### src/rtl/uart_pkg.sv
// uart_pkg: constants and types shared by the UART transmitter and receiver.
// Latency: n/a (declarations only).
// Backpressure: n/a.
package uart_pkg;

    localparam int DATA_WIDTH     = 8;
    localparam int OS_16_BCLK_CNT = 16;

    // bclk tick index at the centre of a bit period, counted from the bit's first tick
    function automatic int rx_mid_cnt(input int os_cnt);
        return os_cnt / 2 - 1;
    endfunction

    localparam int RX_MID_CNT = rx_mid_cnt(OS_16_BCLK_CNT);

    typedef enum logic [1:0] {
        RX_IDLE,
        RX_START,
        RX_RECV,
        RX_STOP
    } rx_state_e;

endpackage

### src/rtl/uart_rx_if.sv
// uart_rx_if: oversample tick, serial line and received-word outputs of the UART receiver.
// Latency: n/a (wires only).
// Backpressure: none; the receiver side (master) cannot be stalled by the FIFO side.
interface uart_rx_if #(
    parameter int DATA_WIDTH = uart_pkg::DATA_WIDTH
);
    logic                  bclk;
    logic                  rx;
    logic [DATA_WIDTH-1:0] dout;
    logic                  rx_done;
    logic                  frame_err;

    modport master (
        input  bclk,
        input  rx,
        output dout,
        output rx_done,
        output frame_err
    );

    modport slave (
        output bclk,
        output rx,
        input  dout,
        input  rx_done,
        input  frame_err
    );
endinterface

### src/rtl/uart_rx_sync.sv
// uart_rx_sync: SYNC_STAGES-deep flop chain bringing the asynchronous rx line into clk.
// Latency: SYNC_STAGES clk.
// Backpressure: none; samples every clk. Resets to the idle-high line level.
module uart_rx_sync #(
    parameter int SYNC_STAGES = 2
) (
    input  logic clk,
    input  logic rst_n,
    input  logic d,
    output logic q
);

    // SYNC_STAGES must be at least 2 for metastability settling
    logic [SYNC_STAGES-1:0] chain;

    // shift the raw line through the chain; reset to 1 so no false falling edge follows reset
    always_ff @(posedge clk) begin
        if (!rst_n) begin
            chain <= '1;
        end else begin
            chain <= {chain[SYNC_STAGES-2:0], d};
        end
    end

    assign q = chain[SYNC_STAGES-1];

endmodule

### src/rtl/uart_rx.sv
// uart_rx: 16x-oversampled UART receiver (start, DATA_WIDTH bits LSB first, stop); UART_RX_MAJORITY_EN adds 2-of-3 sample voting.
// Latency: rx_done/frame_err/dout update 1 clk after the clk carrying the stop-bit sampling tick.
// Backpressure: none; rx_done is a write strobe and the consumer must accept every word.
module uart_rx #(
    parameter int DATA_WIDTH     = uart_pkg::DATA_WIDTH,
    parameter int OS_16_BCLK_CNT = uart_pkg::OS_16_BCLK_CNT,
    parameter int SYNC_STAGES    = 2
) (
    input  logic      clk,
    input  logic      rst_n,
    uart_rx_if.master bus
);
    import uart_pkg::*;

    localparam int                IDX_W    = (DATA_WIDTH > 1) ? $clog2(DATA_WIDTH) : 1;
    localparam logic [3:0]        MID_CNT  = 4'(rx_mid_cnt(OS_16_BCLK_CNT));
    localparam logic [3:0]        LAST_CNT = 4'(OS_16_BCLK_CNT - 1);
    localparam logic [IDX_W-1:0]  LAST_IDX = IDX_W'(DATA_WIDTH - 1);

    rx_state_e             state;
    rx_state_e             state_nxt;
    logic                  rx_s;
    logic                  rx_prev;
    logic                  sample;
    logic [3:0]            bclk_cnt;
    logic [IDX_W-1:0]      bit_idx;
    logic [DATA_WIDTH-1:0] shreg;
    logic [DATA_WIDTH-1:0] dout_q;
    logic                  rx_done_q;
    logic                  frame_err_q;
    logic                  tick_mid;
    logic                  tick_end;
    logic                  cnt_clr;
    logic                  cnt_inc;
    logic                  idx_clr;
    logic                  idx_inc;
    logic                  shift_en;
    logic                  done_set;

    uart_rx_sync #(
        .SYNC_STAGES(SYNC_STAGES)
    ) u_sync (
        .clk   (clk),
        .rst_n (rst_n),
        .d     (bus.rx),
        .q     (rx_s)
    );

`ifdef UART_RX_MAJORITY_EN
    // the two ticks before the current one; with live rx_s this forms the 3-tick vote window
    logic [1:0] hist;

    // record rx_s on every oversample tick
    always_ff @(posedge clk) begin
        if (!rst_n) begin
            hist <= 2'b11;
        end else if (bus.bclk) begin
            hist <= {hist[0], rx_s};
        end
    end

    assign sample = (hist[1] & hist[0]) | (hist[1] & rx_s) | (hist[0] & rx_s);
`else
    assign sample = rx_s;
`endif

    assign tick_mid = bus.bclk && (bclk_cnt == MID_CNT);
    assign tick_end = bus.bclk && (bclk_cnt == LAST_CNT);

    // state register
    always_ff @(posedge clk) begin
        if (!rst_n) begin
            state <= RX_IDLE;
        end else begin
            state <= state_nxt;
        end
    end

    // next-state: only a genuine high-to-low transition of rx_s can open a frame
    always_comb begin
        state_nxt = state;
        case (state)
            RX_IDLE:  if (rx_prev && !rx_s)                     state_nxt = RX_START;
            RX_START: if (tick_mid)                             state_nxt = sample ? RX_IDLE : RX_RECV;
            RX_RECV:  if (tick_end && (bit_idx == LAST_IDX))    state_nxt = RX_STOP;
            RX_STOP:  if (tick_end)                             state_nxt = RX_IDLE;
            default:                                            state_nxt = RX_IDLE;
        endcase
    end

    // per-state datapath controls
    always_comb begin
        cnt_clr  = 1'b0;
        cnt_inc  = 1'b0;
        idx_clr  = 1'b0;
        idx_inc  = 1'b0;
        shift_en = 1'b0;
        done_set = 1'b0;
        case (state)
            RX_IDLE: begin
                cnt_clr = 1'b1;
            end
            RX_START: begin
                if (tick_mid) begin
                    cnt_clr = 1'b1;
                    idx_clr = 1'b1;
                end else if (bus.bclk) begin
                    cnt_inc = 1'b1;
                end
            end
            RX_RECV: begin
                if (tick_end) begin
                    cnt_clr  = 1'b1;
                    shift_en = 1'b1;
                    idx_inc  = (bit_idx != LAST_IDX);
                end else if (bus.bclk) begin
                    cnt_inc = 1'b1;
                end
            end
            RX_STOP: begin
                if (tick_end) begin
                    cnt_clr  = 1'b1;
                    done_set = 1'b1;
                end else if (bus.bclk) begin
                    cnt_inc = 1'b1;
                end
            end
            default: begin
                cnt_clr = 1'b1;
            end
        endcase
    end

    // counters, shift register and registered outputs; dout updates even on a bad stop bit
    always_ff @(posedge clk) begin
        if (!rst_n) begin
            rx_prev     <= 1'b1;
            bclk_cnt    <= '0;
            bit_idx     <= '0;
            shreg       <= '0;
            dout_q      <= '0;
            rx_done_q   <= 1'b0;
            frame_err_q <= 1'b0;
        end else begin
            rx_prev <= rx_s;
            if (cnt_clr) begin
                bclk_cnt <= '0;
            end else if (cnt_inc) begin
                bclk_cnt <= bclk_cnt + 4'd1;
            end
            if (idx_clr) begin
                bit_idx <= '0;
            end else if (idx_inc) begin
                bit_idx <= bit_idx + IDX_W'(1);
            end
            if (shift_en) begin
                shreg <= {sample, shreg[DATA_WIDTH-1:1]};
            end
            rx_done_q   <= done_set;
            frame_err_q <= done_set & ~sample;
            if (done_set) begin
                dout_q <= shreg;
            end
        end
    end

    assign bus.dout      = dout_q;
    assign bus.rx_done   = rx_done_q;
    assign bus.frame_err = frame_err_q;

endmodule

### src/flat_wrapper.sv
// flat-port wrapper written by rule: the top's interface ports become plain ports
module uart_rx_flat import uart_pkg::*;
#(
    parameter int DATA_WIDTH     = uart_pkg::DATA_WIDTH,
    parameter int OS_16_BCLK_CNT = uart_pkg::OS_16_BCLK_CNT,
    parameter int SYNC_STAGES    = 2
)
  (clk, rst_n, bus_bclk, bus_rx, bus_dout, bus_rx_done, bus_frame_err);
  uart_rx_if #(.DATA_WIDTH(DATA_WIDTH)) bus_i ();
  input  logic clk;
  input  logic rst_n;
  input wire logic [$bits(bus_i.bclk)-1:0] bus_bclk;
  input wire logic [$bits(bus_i.rx)-1:0] bus_rx;
  output wire logic [$bits(bus_i.dout)-1:0] bus_dout;
  output wire logic [$bits(bus_i.rx_done)-1:0] bus_rx_done;
  output wire logic [$bits(bus_i.frame_err)-1:0] bus_frame_err;
  assign bus_i.bclk = bus_bclk;
  assign bus_i.rx = bus_rx;
  assign bus_dout = bus_i.dout;
  assign bus_rx_done = bus_i.rx_done;
  assign bus_frame_err = bus_i.frame_err;
  uart_rx #(.DATA_WIDTH(DATA_WIDTH), .OS_16_BCLK_CNT(OS_16_BCLK_CNT), .SYNC_STAGES(SYNC_STAGES)) u_core (.clk(clk), .rst_n(rst_n), .bus(bus_i));
endmodule
### config.mk
export PLATFORM = sky130hd
export DESIGN_NAME = uart_rx_flat
export DESIGN_NICKNAME = d
export VERILOG_FILES = /design/src/rtl/uart_pkg.sv /design/src/rtl/uart_rx_if.sv /design/src/rtl/uart_rx_sync.sv /design/src/rtl/uart_rx.sv /design/src/flat_wrapper.sv
export SDC_FILE = /design/constraint.sdc
export NUM_CORES = 1
export LEC_CHECK = 0
export ABC_AREA = 1
export BUFFER_PORTS_ARGS = -buffer_cell sky130_fd_sc_hd__buf_2
export CORE_MARGIN = 2
export CORE_UTILIZATION = 55
export DETAILED_ROUTE_END_ITERATION = 8
export HOLD_SLACK_MARGIN = 0.08
export MAX_ROUTING_LAYER = met4
export PLACE_DENSITY = 0.74
export SYNTH_ARGS = -nofsm -noshare
export SYNTH_HDL_FRONTEND = slang
export SYNTH_SLANG_ARGS = --single-unit
### constraint.sdc
create_clock -name clk -period 2.65 [get_ports clk]
set_clock_uncertainty 0.15 [all_clocks]
set_input_delay 0.265 -clock clk [delete_from_list [all_inputs] [get_ports clk]]
set_output_delay 0.265 -clock clk [all_outputs]
set_load 0.03 [all_outputs]
==> flow_summary.ini <==
[worst_setup_path]
crit_arrival_ps = 1740
crit_top_cell = nor2_4
start_kind = flop
path_max_fanout = 9
r2r-start = u_core.bclk_cnt[0]$_SDFFE_PP0P_
reg2reg_depth = 8
reg2reg_slack_ps = 960
path_class = reg2reg
cp_cell_sequence = ha_1 -> nand3_2 -> nor2_4 -> nand2_4 -> nor2_4 -> inv_1 -> nand2_1 -> a21oi_1
cp_slowest_cell = dfxtp_1
rr_endpoint = u_core.bit_idx[2]$_SDFFE_PP0P_
cp_slowest_stage_delay_ps = 390
cp-end-kind = flop
critPathRequiredTime_ps = 2700

[logic_synthesis]
yosys_warnings = 0
postSynthAreaPerCell_um2 = 7.85
synth_cell_types = 26
synth_fp_nets = 169
netlist.top_cell.by_area = dfxtp_1
netlist_area_um2 = 1270
synth_top_area_share_pct = 47.2
ys.flop_type = dfxtp_1
synthArstFlopShare_pct = 0
ys_seq_area_share_pct = 47.2
synth_edf_count = 0
synthCells = 162
synth.top_cells.by_area = dfxtp_1, nor2_1, o21ai_0
ys_ff_latch = 30

[timing]
drv_slew = 0
min_period_ps = 1690
min_period_over_period_pct = 63.9
setup_viol = 0
maxSlewHeadroom_pct = 77.1
finalHoldViolCount = 0
worst_slew_pin_slew_ps = 340
rsz0062_at_grt = no
max_freq_mhz = 591
tns_ps = 0

[floorplanning]
initial_core_util_pct = 58.1
fp.dieH_um = 52.1
rows = 17
die_w_um = 52.1
core_um2 = 2190
dieArea_um2 = 2710
pin_count = 14

[pwr]
leakage_nw = 0.680
ir_worst_vdd_uv = 446
power.density_nw_per_um2 = 553

[grt]
grt_max_degree = 23
grt_pass1_wl_um = 4370
antenna_found_initial = 0
grt_usage_pct = 22.8
grt_pass1_vias = 1042
grt_overflow = 0

[clock_network]
clock_latency_ps = 330
cts_setup_buffers = 0
hold_buffers = 1
cts_tree = yes
cts_num_sinks = 30
post_cts_resized = 0
cts_buffers = 5
cts.path.max_buffers = 2
cts.clk_slew.worst_paths_ps = 90
h-tree-depth = 2
cts-root-buf = clkbuf_4

[detailed_routing]
vias_per_cell = 5.22
wl_per_cell_um = 11.9
ant_nets = 0
drtIter0Drc = 19
wirelength_um = 2490
dr.pass1.iters = 4
route.detailed.drc = 0
via_count = 1097

[place]
place_area_um2 = 1360
hpwl_um = 1800
portBuffers = 13
gpl.final_weighted_congestion = 0.808

[worst_hold_path]
min-delay-start = rst_n
min_path_cells = 3
hold_end = u_core.state[0]$_SDFFE_PN0P_
hp-class = in2reg

[flow_run]
drv_cap = 0

[finish]
finalNetCount = 188
seqCellArea_um2 = 601
area_growth_pct = 12.7
multiInputGateArea_um2 = 603
drive_above_1_share_pct = 20.3
fillers = 190
final_util_pct = 65.4
final_area_um2 = 1430
antennaDiodeCount = 0

[outcome]
outcome = finished clean
## state kept, by name, summed over array words and instances (netlist names), named ones only
name,count
u_core.bus.dout,8
u_core.shreg,8
u_core.bclk_cnt,4
u_core.bit_idx,3
u_core.u_sync.chain,2
u_core.bus.frame_err,1
u_core.bus.rx_done,1
u_core.rx_prev,1
u_core.state,1
## layer usage
metal | GRT usage, % | share of wire (%) | up-vias | routed length (µm)
met2 | 37.8 | 49 | 11 | 1210
met3 | 7.76 | 3.3 | 5 | 82
li1 | - | - | 561 | -
met1 | 25.5 | 46 | 520 | 1160
met5 | - | 0 | - | 0
met4 | 7.89 | 1.7 | 0 | 42
## synth_stat cells (all sizes together), types with 2 or more instances
master   n
a21oi    9
dfxtp   30
ha       3
inv     14
nand2   25
nand3    9
nand4    2
nor2    43
o21ai   18
or2      2
## power by group
group          internal, mW  leakage (nW)  switching, mW
sequential            0.455         0.242        0.00379
combinational        0.0188         0.403         0.0357
clock                 0.128        0.0353          0.151
## through the flow
stage	hold slack, ps	cells	setup slack (ps)	total power [mW]
floorplan	217	162	1180	0.512
global placement	246	201	1100	0.521
detailed placement	263	201	990	0.523
CTS	161	210	967	0.800
global route	174	210	830	0.831
finish	171	210	957	0.793
## cells by family after synthesis
group / synth area share, %
compound gates: 10.9
xor+xnor: 0.688
fa+ha+maj: 2.95
buf+inv: 5.41
flops: 47.2
simple gates: 32.8
## how the worst max path moves through the flow
| stage | startpoint | end | slack (ps) | cells past startpoint |
|---|---|---|---|---|
| global route | u_core.bclk_cnt[0]$_SDFFE_PP0P_ | u_core.bit_idx[2]$_SDFFE_PP0P_ | 830 | 8 |
| CTS | u_core.bclk_cnt[0]$_SDFFE_PP0P_ | u_core.bit_idx[2]$_SDFFE_PP0P_ | 970 | 8 |
| floorplan | u_core.bclk_cnt[0]$_SDFFE_PP0P_ | u_core.bus.dout[1]$_SDFFE_PN0P_ | 1180 | 8 |
| detailed placement | u_core.bclk_cnt[0]$_SDFFE_PP0P_ | u_core.bit_idx[2]$_SDFFE_PP0P_ | 990 | 8 |
| global placement | u_core.bclk_cnt[0]$_SDFFE_PP0P_ | u_core.bit_idx[0]$_SDFFE_PP0P_ | 1100 | 8 |
| finish | u_core.bclk_cnt[0]$_SDFFE_PP0P_ | u_core.bit_idx[2]$_SDFFE_PP0P_ | 960 | 8 |
## cell type report
cell class,instances,share of cell area (%)
clock buffer,7,3.84
clock inverter,1,0.349
inverter,15,4.19
multi-input combinational,115,42.1
sequential,30,41.9
tap,28,2.44
timing repair buffer,14,5.24
## worst max-delay path, delay by kind of cell (launching register included)
kind	cells	cell delay, ps
fa+ha+maj	1	280
simple gates	5	580
flops	1	390
buf+inv	1	90
compound gates	1	60
## cells in the final DEF (no fill, tap or decap), types with 2 or more instances in the layout
cell / Yosys / layout
nor2_4: 3 / 3
or2_2: 2 / 2
inv_1: 10 / 10
nor2_1: 38 / 38
inv_2: 3 / 3
ha_1: 3 / 3
nand2_4: 2 / 2
nand4_1: 2 / 2
o21ai_0: 18 / 18
clkinv_2: 1 / 2
buf_2: 0 / 13
dfxtp_1: 30 / 30
a21oi_1: 8 / 8
nand3_1: 7 / 7
nand2_1: 23 / 23
clkbuf_4: 0 / 5
No activity file was read; power rests on OpenSTA's default activity.
